File: config.mk
export PLATFORM = sky130hd
export DESIGN_NAME = dmem_arbiter_flat
export DESIGN_NICKNAME = d
export VERILOG_FILES = /design/src/rtl/dmem_arbiter_if.sv /design/src/rtl/dmem_arbiter.sv /design/src/flat_wrapper.sv
export SDC_FILE = /design/constraint.sdc
export NUM_CORES = 1
export LEC_CHECK = 0
export BUFFER_PORTS_ARGS = -buffer_cell sky130_fd_sc_hd__buf_4
export CAP_MARGIN = 15
export CORE_AREA = 2 2 113 115
export DETAILED_ROUTE_END_ITERATION = 16
export DIE_AREA = 0 0 115 117
export PLACE_DENSITY = 0.6
export SETUP_SLACK_MARGIN = 0.02
export SYNTH_ARGS = -nofsm -noshare
export SYNTH_HDL_FRONTEND = slang
export SYNTH_SLANG_ARGS = --single-unit
export TNS_END_PERCENT = 20
File: constraint.sdc
create_clock -name clk_sys -period 2.2 [get_ports clk_sys]
set_clock_uncertainty 0.05 [all_clocks]
set_input_delay 0.44 -clock clk_sys [delete_from_list [all_inputs] [get_ports clk_sys]]
set_output_delay 0.44 -clock clk_sys [all_outputs]
set_load 0.02 [all_outputs]
File: src/rtl/dmem_arbiter_if.sv
// Signal bundle between the two dmem requesters, the arbiter and the dmem macro.
// The slave modport is the arbiter's view; master is the surrounding system.
interface dmem_arbiter_if #(
    parameter int AW = 13
);
    logic        i_p0_req;
    logic        i_p0_we;
    logic [3:0]  i_p0_wbe;
    logic [31:0] i_p0_addr;
    logic [31:0] i_p0_wdata;
    logic        o_p0_gnt;
    logic        o_p0_rvalid;
    logic [31:0] o_p0_rdata;
    logic        o_p0_err;

    logic        i_p1_req;
    logic        i_p1_we;
    logic [3:0]  i_p1_wbe;
    logic [31:0] i_p1_addr;
    logic [31:0] i_p1_wdata;
    logic        o_p1_gnt;
    logic        o_p1_rvalid;
    logic [31:0] o_p1_rdata;
    logic        o_p1_err;

    logic          o_mem_wen;
    logic [3:0]    o_mem_wbe;
    logic [AW-1:0] o_mem_addr;
    logic [31:0]   o_mem_wdata;
    logic [31:0]   i_mem_rdata;

    modport slave (
        input  i_p0_req, i_p0_we, i_p0_wbe, i_p0_addr, i_p0_wdata,
        output o_p0_gnt, o_p0_rvalid, o_p0_rdata, o_p0_err,
        input  i_p1_req, i_p1_we, i_p1_wbe, i_p1_addr, i_p1_wdata,
        output o_p1_gnt, o_p1_rvalid, o_p1_rdata, o_p1_err,
        output o_mem_wen, o_mem_wbe, o_mem_addr, o_mem_wdata,
        input  i_mem_rdata
    );

    modport master (
        output i_p0_req, i_p0_we, i_p0_wbe, i_p0_addr, i_p0_wdata,
        input  o_p0_gnt, o_p0_rvalid, o_p0_rdata, o_p0_err,
        output i_p1_req, i_p1_we, i_p1_wbe, i_p1_addr, i_p1_wdata,
        input  o_p1_gnt, o_p1_rvalid, o_p1_rdata, o_p1_err,
        input  o_mem_wen, o_mem_wbe, o_mem_addr, o_mem_wdata,
        output i_mem_rdata
    );
endinterface

File: src/rtl/dmem_arbiter.sv
// Two-port arbiter for the single-port dmem: core (p0) has fixed priority,
// the debug/loader port (p1) is forced through after STARVE_LIMIT denials.
module dmem_arbiter #(
    parameter int MEM_DEPTH    = 4096,
    parameter int AW           = 13,
    parameter int STARVE_LIMIT = 8
) (
    input logic           clk_sys,
    input logic           rst,
    dmem_arbiter_if.slave bus
);

    localparam logic [29:0] DEPTH_W = 30'(MEM_DEPTH);
    localparam logic [7:0]  LIMIT   = 8'(STARVE_LIMIT);

    // One-stage return pipeline: what was granted last cycle and where it goes.
    typedef struct packed {
        logic valid;
        logic port;
        logic err;
        logic is_read;
    } ret_t;

    logic [7:0]    starve_q, starve_d;
    ret_t          ret_q, ret_d;
    logic [AW-1:0] addr_q, addr_d;
    logic [31:0]   wdata_q, wdata_d;

    logic        p0_gnt, p1_gnt, any_gnt;
    logic        sel_we;
    logic [3:0]  sel_wbe;
    logic [31:0] sel_addr;
    logic [31:0] sel_wdata;
    logic        sel_in_range;
    logic [1:0]  unused_addr_lsb;

    always_comb begin
        // NOTE: every always_comb output gets a default first so no path can infer a latch.
        p0_gnt = 1'b0;
        p1_gnt = 1'b0;
        if (!rst) begin
            if (bus.i_p0_req && bus.i_p1_req) begin
                if (starve_q >= LIMIT) p1_gnt = 1'b1;
                else                   p0_gnt = 1'b1;
            end else begin
                p0_gnt = bus.i_p0_req;
                p1_gnt = bus.i_p1_req;
            end
        end
    end

    assign any_gnt   = p0_gnt | p1_gnt;
    assign sel_we    = p1_gnt ? bus.i_p1_we    : bus.i_p0_we;
    assign sel_wbe   = p1_gnt ? bus.i_p1_wbe   : bus.i_p0_wbe;
    assign sel_addr  = p1_gnt ? bus.i_p1_addr  : bus.i_p0_addr;
    assign sel_wdata = p1_gnt ? bus.i_p1_wdata : bus.i_p0_wdata;

    // Byte offset is irrelevant to a word-wide memory.
    assign sel_in_range    = sel_addr[31:2] < DEPTH_W;
    assign unused_addr_lsb = sel_addr[1:0];

    always_comb begin
        starve_d = 8'd0;
        if (bus.i_p1_req && !p1_gnt) begin
            starve_d = (starve_q >= LIMIT) ? starve_q : starve_q + 8'd1;
        end

        ret_d.valid   = any_gnt;
        ret_d.port    = p1_gnt;
        ret_d.err     = any_gnt & ~sel_in_range;
        ret_d.is_read = any_gnt & ~sel_we;

        // Address and write data only move on a grant to keep dmem inputs quiet.
        addr_d  = addr_q;
        wdata_d = wdata_q;
        if (rst) begin
            addr_d  = '0;
            wdata_d = '0;
        end else if (any_gnt) begin
            addr_d  = sel_addr[AW+1:2];
            wdata_d = sel_wdata;
        end
    end

    always_ff @(posedge clk_sys) begin
        // NOTE: reset is synchronous, so it lives inside the clocked branch, not the sensitivity list.
        if (rst) begin
            starve_q <= 8'd0;
            ret_q    <= '0;
            addr_q   <= '0;
            wdata_q  <= '0;
        end else begin
            // NOTE: non-blocking so every register samples the pre-edge values.
            starve_q <= starve_d;
            ret_q    <= ret_d;
            addr_q   <= addr_d;
            wdata_q  <= wdata_d;
        end
    end

    logic ret_hit0, ret_hit1;
    logic p0_rvalid, p1_rvalid;

    // Gating by rst drops a response whose grant preceded the reset edge.
    assign ret_hit0  = ret_q.valid & ~rst & ~ret_q.port;
    assign ret_hit1  = ret_q.valid & ~rst &  ret_q.port;
    assign p0_rvalid = ret_hit0 & ret_q.is_read;
    assign p1_rvalid = ret_hit1 & ret_q.is_read;

    assign bus.o_p0_gnt    = p0_gnt;
    assign bus.o_p0_rvalid = p0_rvalid;
    assign bus.o_p0_err    = ret_hit0 & ret_q.err;
    assign bus.o_p0_rdata  = (p0_rvalid && !ret_q.err) ? bus.i_mem_rdata : 32'd0;

    assign bus.o_p1_gnt    = p1_gnt;
    assign bus.o_p1_rvalid = p1_rvalid;
    assign bus.o_p1_err    = ret_hit1 & ret_q.err;
    assign bus.o_p1_rdata  = (p1_rvalid && !ret_q.err) ? bus.i_mem_rdata : 32'd0;

    assign bus.o_mem_wen   = any_gnt & sel_in_range & sel_we;
    assign bus.o_mem_wbe   = bus.o_mem_wen ? sel_wbe : 4'd0;
    assign bus.o_mem_addr  = addr_d;
    assign bus.o_mem_wdata = wdata_d;

endmodule

File: src/flat_wrapper.sv
// flat-port wrapper written by rule: the top's interface ports become plain ports
module dmem_arbiter_flat 
#(
    parameter int MEM_DEPTH    = 4096,
    parameter int AW           = 13,
    parameter int STARVE_LIMIT = 8
)
  (clk_sys, rst, bus_i_p0_req, bus_i_p0_we, bus_i_p0_wbe, bus_i_p0_addr, bus_i_p0_wdata, bus_o_p0_gnt, bus_o_p0_rvalid, bus_o_p0_rdata, bus_o_p0_err, bus_i_p1_req, bus_i_p1_we, bus_i_p1_wbe, bus_i_p1_addr, bus_i_p1_wdata, bus_o_p1_gnt, bus_o_p1_rvalid, bus_o_p1_rdata, bus_o_p1_err, bus_o_mem_wen, bus_o_mem_wbe, bus_o_mem_addr, bus_o_mem_wdata, bus_i_mem_rdata);
  dmem_arbiter_if #(.AW(AW)) bus_i ();
  input logic clk_sys;
  input logic rst;
  input wire logic [$bits(bus_i.i_p0_req)-1:0] bus_i_p0_req;
  input wire logic [$bits(bus_i.i_p0_we)-1:0] bus_i_p0_we;
  input wire logic [$bits(bus_i.i_p0_wbe)-1:0] bus_i_p0_wbe;
  input wire logic [$bits(bus_i.i_p0_addr)-1:0] bus_i_p0_addr;
  input wire logic [$bits(bus_i.i_p0_wdata)-1:0] bus_i_p0_wdata;
  output wire logic [$bits(bus_i.o_p0_gnt)-1:0] bus_o_p0_gnt;
  output wire logic [$bits(bus_i.o_p0_rvalid)-1:0] bus_o_p0_rvalid;
  output wire logic [$bits(bus_i.o_p0_rdata)-1:0] bus_o_p0_rdata;
  output wire logic [$bits(bus_i.o_p0_err)-1:0] bus_o_p0_err;
  input wire logic [$bits(bus_i.i_p1_req)-1:0] bus_i_p1_req;
  input wire logic [$bits(bus_i.i_p1_we)-1:0] bus_i_p1_we;
  input wire logic [$bits(bus_i.i_p1_wbe)-1:0] bus_i_p1_wbe;
  input wire logic [$bits(bus_i.i_p1_addr)-1:0] bus_i_p1_addr;
  input wire logic [$bits(bus_i.i_p1_wdata)-1:0] bus_i_p1_wdata;
  output wire logic [$bits(bus_i.o_p1_gnt)-1:0] bus_o_p1_gnt;
  output wire logic [$bits(bus_i.o_p1_rvalid)-1:0] bus_o_p1_rvalid;
  output wire logic [$bits(bus_i.o_p1_rdata)-1:0] bus_o_p1_rdata;
  output wire logic [$bits(bus_i.o_p1_err)-1:0] bus_o_p1_err;
  output wire logic [$bits(bus_i.o_mem_wen)-1:0] bus_o_mem_wen;
  output wire logic [$bits(bus_i.o_mem_wbe)-1:0] bus_o_mem_wbe;
  output wire logic [$bits(bus_i.o_mem_addr)-1:0] bus_o_mem_addr;
  output wire logic [$bits(bus_i.o_mem_wdata)-1:0] bus_o_mem_wdata;
  input wire logic [$bits(bus_i.i_mem_rdata)-1:0] bus_i_mem_rdata;
  assign bus_i.i_p0_req = bus_i_p0_req;
  assign bus_i.i_p0_we = bus_i_p0_we;
  assign bus_i.i_p0_wbe = bus_i_p0_wbe;
  assign bus_i.i_p0_addr = bus_i_p0_addr;
  assign bus_i.i_p0_wdata = bus_i_p0_wdata;
  assign bus_o_p0_gnt = bus_i.o_p0_gnt;
  assign bus_o_p0_rvalid = bus_i.o_p0_rvalid;
  assign bus_o_p0_rdata = bus_i.o_p0_rdata;
  assign bus_o_p0_err = bus_i.o_p0_err;
  assign bus_i.i_p1_req = bus_i_p1_req;
  assign bus_i.i_p1_we = bus_i_p1_we;
  assign bus_i.i_p1_wbe = bus_i_p1_wbe;
  assign bus_i.i_p1_addr = bus_i_p1_addr;
  assign bus_i.i_p1_wdata = bus_i_p1_wdata;
  assign bus_o_p1_gnt = bus_i.o_p1_gnt;
  assign bus_o_p1_rvalid = bus_i.o_p1_rvalid;
  assign bus_o_p1_rdata = bus_i.o_p1_rdata;
  assign bus_o_p1_err = bus_i.o_p1_err;
  assign bus_o_mem_wen = bus_i.o_mem_wen;
  assign bus_o_mem_wbe = bus_i.o_mem_wbe;
  assign bus_o_mem_addr = bus_i.o_mem_addr;
  assign bus_o_mem_wdata = bus_i.o_mem_wdata;
  assign bus_i.i_mem_rdata = bus_i_mem_rdata;
  dmem_arbiter #(.MEM_DEPTH(MEM_DEPTH), .AW(AW), .STARVE_LIMIT(STARVE_LIMIT)) u_core (.clk_sys(clk_sys), .rst(rst), .bus(bus_i));
endmodule
# ---- Yosys cells after proc, flatten, opt, wreduce, memory -nomap -nowiden
# Cells that the tools add are included.
dict set report word_totals {
  register_bits 57
  inputBits 174
  word_cells 51
}
dict set report op_classes {
  n_addsub 1
  n_lt_le_gt_ge 2
  n_mux 17
  n_bitwise 17
  reduce_logical 7
}
# operator count
set op_table {}
lappend op_table {{$mux 32} 6}
lappend op_table {{$lt 30x13->1 const B} 1}
lappend op_table {{$mux 13} 2}
lappend op_table {{$and 1x1->1} 11}
lappend op_table {{$add 8x1->8 const B} 1}
lappend op_table {{$ge 8x4->1 const B} 1}
lappend op_table {{$mux 4} 2}
lappend op_table {{$mux 1} 7}
lappend op_table {{$not 1->1} 5}
lappend op_table {{$logic_and 1x1->1} 4}
lappend op_table {{$logic_not 1->1} 2}
lappend op_table {{$reduce_or 2->1} 1}
lappend op_table {{$or 1x1->1} 1}

# ---- Logic depth before layout (Yosys ltp)
# Gate-level depths: netlist of run 1.
dict set report logic_depth {
  word_depth 9
  ltp_mapped 8
}

# ---- Least setup slack after synthesis of run 1
# No wires, ideal clock.
dict set report synth_timing {
  path_type {input port to output port}
  from {input port rst}
  to {output port bus_o_mem_wdata[28]}
  arrival_time_ns 1.924
  path_slack_ns -0.214
  cell_stages 8
  path_buffers 3
  path_cell_list {buf_2 -> nand2b_1 -> a21o_1 -> buf_6 -> inv_4 -> buf_6 -> nand2_1 -> a311oi_1}
}
dict set report synth_between {
  elab_chain_len 4
  word_cells_on_any_way 6
}
# item line_no
set synth_rtl {}
lappend synth_rtl {{start: declaration} flat_wrapper.sv:11} ;# input logic rst;
lappend synth_rtl {{$mux 1 (*)} dmem_arbiter.sv:41} ;# if (!rst) begin
lappend synth_rtl {{named net bus_o_p1_gnt} flat_wrapper.sv:26} ;# output wire logic [$bits(bus_i.o_p1_gnt)-1:0] bus_o_p1_gnt;
lappend synth_rtl {{$mux 32 or $or 1x1->1 (tied branches)} {dmem_arbiter.sv:56, dmem_arbiter.sv:52}}
lappend synth_rtl {{$mux 32 (*)} dmem_arbiter.sv:79} ;# end else if (any_gnt) begin
lappend synth_rtl {{$mux 32 (*)} dmem_arbiter.sv:76} ;# if (rst) begin
lappend synth_rtl {{end: declaration} flat_wrapper.sv:33} ;# output wire logic [$bits(bus_i.o_mem_wdata)-1:0] bus_o_mem_wdata;
# Mark *: on every way through the listed nets, which the timed path passes. The rest lies on a longest branch.

# ---- Final worst setup path of run 1
dict set report layout_timing {
  from {register u_core.starve_q[6]}
  to {output port bus_o_mem_wbe[2]}
}
dict set report layout_between {
  elab_chain_len 9
  word_cells_on_any_way 15
}
# item line_no
set layout_rtl {}
lappend layout_rtl {{start: declaration} dmem_arbiter.sv:24} ;# logic [7:0] starve_q, starve_d;
lappend layout_rtl {{start signal: assignment} dmem_arbiter.sv:94} ;# starve_q <= starve_d;
lappend layout_rtl {{$ge 8x4->1 (*)} dmem_arbiter.sv:43} ;# if (starve_q >= LIMIT) p1_gnt = 1'b1;
lappend layout_rtl {{$mux 1} dmem_arbiter.sv:43}
lappend layout_rtl {{$mux 1} dmem_arbiter.sv:42} ;# if (bus.i_p0_req && bus.i_p1_req) begin
lappend layout_rtl {{$mux 1} dmem_arbiter.sv:41}
lappend layout_rtl {{$mux 32} dmem_arbiter.sv:55} ;# assign sel_addr = p1_gnt ? bus.i_p1_addr : bus.i_p0_addr;
lappend layout_rtl {{$lt 30x13->1} dmem_arbiter.sv:59} ;# assign sel_in_range = sel_addr[31:2] < DEPTH_W;
lappend layout_rtl {{$and 1x1->1 (2 in a row)} dmem_arbiter.sv:120} ;# assign bus.o_mem_wen = any_gnt & sel_in_range & sel_we;
lappend layout_rtl {{$mux 4 (*)} dmem_arbiter.sv:121} ;# assign bus.o_mem_wbe = bus.o_mem_wen ? sel_wbe : 4'd0;
lappend layout_rtl {{end: declaration} flat_wrapper.sv:31} ;# output wire logic [$bits(bus_i.o_mem_wbe)-1:0] bus_o_mem_wbe;
# Every way passes the cells marked *; elsewhere a longest branch is shown, timed or not.

==> results.json, run 1 <==
{
  "max-slew-margin-rel_pct": 41.8,
  "endpoint_kind": "output port",
  "insertion_delay_ns": 0.32,
  "track_usage_pct": 21.9,
  "die_h_um": 117,
  "fmax_ghz": 0.395,
  "synth_edf_count": 0,
  "crit_fanout": 18,
  "hold_path_class": "in2reg",
  "drtPass1Iterations": 4,
  "violations": "negative setup slack",
  "hold_buffers": 0,
  "path_delay_family": "compound AO/OA/AOI/OAI gates",
  "layout-drive-gt1-share_pct": 59.7,
  "antenna_cells": 0,
  "via_per_inst": 5.05,
  "crit_start": "u_core.starve_q[6]$_SDFFE_PP0P_",
  "avgSynthCellArea_um2": 7.60,
  "port_buffers": 289,
  "slowest_stage": "dfxtp_2",
  "holdPathStages": 3,
  "core_mm2": 0.0123,
  "r2r-start": "u_core.starve_q[6]$_SDFFE_PP0P_",
  "startpoint_type": "flop",
  "ys_types": 35,
  "synth-seq-cells": 57,
  "leakagePower_nw": 3.39,
  "antenna_found_initial": 0,
  "criticalPathCategory": "reg2out",
  "crit_path_cell_trace": "nor4_4, a21o_4, buf_12, nand4_1, a211oi_2, buf_4",
  "cts.sink_count": 57,
  "num_vias": 4889,
  "async_flop_share_pct": 0,
  "fp.dieW_um": 115,
  "path_buf_inv": 2,
  "setup_violations": 51,
  "final_nets": 991,
  "syn2layout_area_growth_pct": 115,
  "syn-cell-area_mm2": 0.00348,
  "worstHoldEndpoint": "u_core.wdata_q[27]$_SDFF_PP0_",
  "cp.required_ns": 1.71,
  "final_common_cell": "buf_4",
  "fillers": 1092,
  "die_area_mm2": 0.0135,
  "r2r_setup_slack_ns": 0.44,
  "rsz0062_at_grt": "yes",
  "drv_cap": 0,
  "syn-instance-count": 458,
  "clkTransAtPathRegs_ns": 0.05,
  "grt_first_pass_wirelength_um": 22900,
  "io_pins": 294,
  "grt_max_degree": 63,
  "worst_slew_pin_slew_ns": 0.872,
  "mostFrequentLayoutCells": "buf_4, nand2_1, and2_1",
  "wl_per_cell_um": 15.9,
  "htreeDepth": 3,
  "power.total_mw": 3.57,
  "critPathMaxStageDelay_ns": 0.33,
  "ys.flop_type": "dfxtp_1",
  "hold_violations": 0,
  "dp_hpwl_um": 11800,
  "outcome": "complete, but fails checks",
  "gr-total-overflow": 0,
  "slew_violations": 0,
  "gp_congestion": 0.853,
  "route.detailed.drc": 0,
  "ff2ff_path_depth": 7,
  "drtIter0Drc": 226,
  "powerDensity_mw_per_mm2": 476,
  "whs_ns": 0.364,
  "r2r_end": "u_core.wdata_q[11]$_SDFF_PP0_",
  "post-route-period-util_pct": 115,
  "first_global_vias": 4686,
  "clock_path_buffers": 2,
  "fin_ws_ns": -0.333,
  "final_antenna_net_count": 0,
  "initial_core_util_pct": 28.3,
  "cts_root_buf": "clkbuf_16",
  "min_from": "bus_i_p0_wdata[27]",
  "cp.arrival_ns": 2.04,
  "irDropWorstVdd_mv": 0.300,
  "yosys_warnings": 0,
  "cts_tree": "yes",
  "synth-seq-area-share_pct": 32.8,
  "rows": 41,
  "cts_buffers": 9,
  "post-route-min-period_ns": 2.53,
  "wl_um": 15400
}
## worst max path at each step
stage,depth (start not counted),end
4_1_cts,6,bus_o_mem_wdata[29]
3_3_place_gp,8,bus_o_mem_wdata[27]
6_report,6,bus_o_mem_wbe[2]
2_1_floorplan,7,bus_o_mem_wdata[31]
3_5_place_dp,8,bus_o_mem_wdata[15]
5_1_grt,6,bus_o_mem_wdata[6]
## per-layer routing
metal | up-vias | part of all wire [%] | GRT usage [%]
met3 | 20 | 8.4 | 6.44
li1 | 2401 | - | -
met4 | 0 | 1.8 | 7.23
met1 | 2274 | 36 | 23.0
met2 | 194 | 53 | 41.8
met5 | - | 0 | 0
## cells in the mapped netlist, drive strengths merged (2+ instances only)
| cell type | number | share of area (%) |
|---|---|---|
| a211oi | 5 | 1.1 |
| nor2b | 2 | 0.36 |
| nor4 | 9 | 1.8 |
| nand4 | 8 | 1.4 |
| and3 | 4 | 0.72 |
| clkbuf | 29 | 3.1 |
| inv | 5 | 0.61 |
| and2 | 64 | 12 |
| and4 | 2 | 0.50 |
| nand2 | 95 | 10 |
| nand3 | 2 | 0.29 |
| dfxtp | 57 | 33 |
| ha | 2 | 0.72 |
| a311oi | 90 | 23 |
| nor2 | 56 | 6.0 |
| buf | 14 | 3.1 |
## power by group
group	switching, mW	leakage, nW	internal (mW)
logic	0.567	2.79	0.605
clock network	0.451	0.129	0.810
registers	0.0242	0.473	1.11
total	1.04	3.39	2.52
## state kept, by name, summed over array words and instances (netlist names)
signal           cells
u_core.ret_q         4
u_core.addr_q       13
u_core.wdata_q      32
u_core.starve_q      8
## cell type report
cell class / count / area, um^2 / area share (%)
Timing Repair Buffer: 386 / 3130 / 41.7
Multi-Input combinational cell: 356 / 2750 / 36.6
Sequential cell: 57 / 1150 / 15.3
Clock buffer: 14 / 264 / 3.52
Tap cell: 150 / 188 / 2.50
Inverter: 5 / 23.8 / 0.317
## per-stage QoR
step	std cells	instance area (um^2)	TNS [ns]	setup slack, ns	utilization, %
2_1_floorplan	461	3940	-1.47	-0.0617	-
3_3_place_gp	945	6840	-7.45	-0.201	55.6
3_5_place_dp	945	6840	-9.65	-0.203	55.6
5_1_grt	968	7490	-19.35	-0.406	60.9
6_report	968	7490	-13.67	-0.333	60.9
4_1_cts	965	7400	-12.13	-0.283	60.1
## worst reg2reg max path: stages (launching register included)
cell,delay [ns]
dfxtp_2,0.33
nor4_4,0.33
a21o_4,0.27
buf_12,0.13
buf_16,0.13
nand2_4,0.05
buf_4,0.13
a311oi_1,0.24
## timing repair
action,4_1_cts,5_1_grt
hold endpoints to repair,0,0
gates cloned,2,0
pin swaps,16,15
buffers inserted,4,3
setup endpoints to repair,114,116
gates resized for setup,54,20
## logic make-up after synthesis
group / after synthesis / share of synthesized area [%]
buf+inv: 48 / 6.83
simple gates: 249 / 34.6
other cells: 1 / 0.108
compound gates: 100 / 24.7
xor+xnor: 1 / 0.252
fa+ha+maj: 2 / 0.719
flops: 57 / 32.8
(Power assumes the default switching activity.)
==> run 2, diff against run 1 <==
Clock period 2.2 ns to 2.9 ns, I/O delays scaled along.
==> results.json, run 2 (synthesis gave the netlist of run 1 again) <==
{
  "cts_buffers": 9,
  "path_buf_inv": 2,
  "grt_first_pass_wirelength_um": 19500,
  "max-slew-margin-rel_pct": 48.1,
  "worst_slew_pin_slew_ns": 0.778,
  "wl_per_cell_um": 14.9,
  "gp_congestion": 0.807,
  "setup_violations": 0,
  "num_vias": 4436,
  "initial_core_util_pct": 28.3,
  "regMostFlops": "u_core.wdata_q",
  "critPathMaxStageDelay_ns": 0.33,
  "hold_violations": 0,
  "track_usage_pct": 18.5,
  "hold_buffers": 0,
  "cts.sink_count": 57,
  "antenna_found_initial": 0,
  "startpoint_type": "flop",
  "slowest_stage": "nor4_2",
  "die_area_mm2": 0.0135,
  "post-route-min-period_ns": 2.75,
  "top_regs": "u_core.wdata_q (32), u_core.addr_q (13), u_core.starve_q (8)",
  "dp_hpwl_um": 10400,
  "drtIter0Drc": 163,
  "final_cell_area_mm2": 0.00612,
  "cp.arrival_ns": 2.12,
  "via_per_inst": 5.00,
  "leakagePower_nw": 2.87,
  "drv_cap": 0,
  "drtPass1Iterations": 6,
  "first_global_vias": 4044,
  "whs_ns": 0.414,
  "post-route-period-util_pct": 94.7,
  "syn2layout_area_growth_pct": 75.9,
  "rsz0062_at_grt": "no",
  "final_antenna_net_count": 0,
  "outcome": "complete, no violations",
  "criticalPathCategory": "reg2out",
  "port_buffers": 289,
  "largest_reg_flops": 32,
  "io_pins": 294,
  "place_area_mm2": 0.00580,
  "insertion_delay_ns": 0.32,
  "path_delay_family": "compound AO/OA/AOI/OAI gates",
  "final_common_cell": "buf_4",
  "hold_path_class": "reg2reg",
  "route.detailed.drc": 0,
  "instances_no_fill": 887,
  "clkTransAtPathRegs_ns": 0.05,
  "mostFrequentLayoutCells": "buf_4, nand2_1, a311oi_1",
  "cts_root_buf": "clkbuf_16",
  "final_nets": 908,
  "clock_path_buffers": 2,
  "wl_um": 13200,
  "layout-drive-gt1-share_pct": 44.2,
  "power.total_mw": 2.60,
  "cts_tree": "yes",
  "powerDensity_mw_per_mm2": 424,
  "core_mm2": 0.0123,
  "finalSetupTns_ns": 0,
  "dp.cells": 871,
  "crit_path_cell_trace": "nor4_2, a21o_2, buf_4, nand2_1, a311oi_1, buf_4",
  "gr-total-overflow": 0,
  "die_h_um": 117,
  "rows": 41,
  "endpoint_kind": "output port",
  "irDropWorstVdd_mv": 0.224,
  "grt_max_degree": 80,
  "cp.required_ns": 2.27,
  "htreeDepth": 3,
  "fmax_ghz": 0.364,
  "fp.dieW_um": 115,
  "crit_fanout": 16,
  "slew_violations": 0,
  "antenna_cells": 0,
  "crit_top_cell": "buf_4"
}
## run 2: cell count changes in the layout (fill, tap and decap cells not counted), moves of 4 or more
| cell | delta |
|---|---|
| a211oi_1 | +5 |
| a211oi_2 | -5 |
| a311oi_1 | +44 |
| a311oi_2 | -30 |
| a311oi_4 | -14 |
| buf_12 | -6 |
| buf_4 | -60 |
| buf_6 | -14 |
| dfxtp_1 | +4 |
| dfxtp_2 | -4 |
| nand2_1 | +24 |
| nand2_2 | -18 |
| nand2_4 | -6 |
## run 2: repair_timing
| action | in CTS | in global routing |
|---|---|---|
| setup endpoints to repair | 0 | 17 |
| hold endpoints to repair | 0 | 0 |
| gates resized for setup | 0 | 2 |
| setup buffers | 0 | 0 |
## run 2: metrics by stage
step	setup WS [ns]	util [%]
floorplan	0.206	-
global placement	0.255	47.1
detailed placement	0.207	47.1
CTS	0.0656	49.6
global route	0.0213	49.7
finish	0.154	49.7
## run 2: cell type report
type,count,area [um^2]
well taps,150,188
flip-flops and latches,57,1140
clock inverters,6,82.6
inverters,5,21.3
multi-input cells,356,2130
fillers,1210,6190
repair buffers,303,2330
clock buffers,10,229
## run 2: worst paths after layout
path | startpoint | to | slack, ns | cells past startpoint
setup / recovery | u_core.starve_q[3]$_SDFFE_PP0P_ | bus_o_mem_wdata[27] | 0.15 | 6
hold / removal | u_core.starve_q[0]$_SDFFE_PP0P_ | u_core.starve_q[0]$_SDFFE_PP0P_ | 0.41 | 1
setup reg to reg | u_core.starve_q[3]$_SDFFE_PP0P_ | u_core.wdata_q[13]$_SDFF_PP0_ | 1.21 | 5
hold reg to reg | u_core.starve_q[0]$_SDFFE_PP0P_ | u_core.starve_q[0]$_SDFFE_PP0P_ | 0.41 | 1
## run 2: routing by layer
layer	global-route usage [%]	wire length [um]	share of wire, %	vias up
li1	-	-	-	2230
met1	18.9	4840	37	2021
met2	35.5	7010	53	167
met3	5.66	1120	8.5	18
met4	6.67	199	1.5	0
met5	0	0	0	-
## run 2: power by group
part / total [mW] / internal [mW] / switching, mW
logic: 0.628 / 0.311 / 0.318
registers: 0.857 / 0.840 / 0.0165
clock network: 1.11 / 0.746 / 0.364
total: 2.60 / 1.90 / 0.698
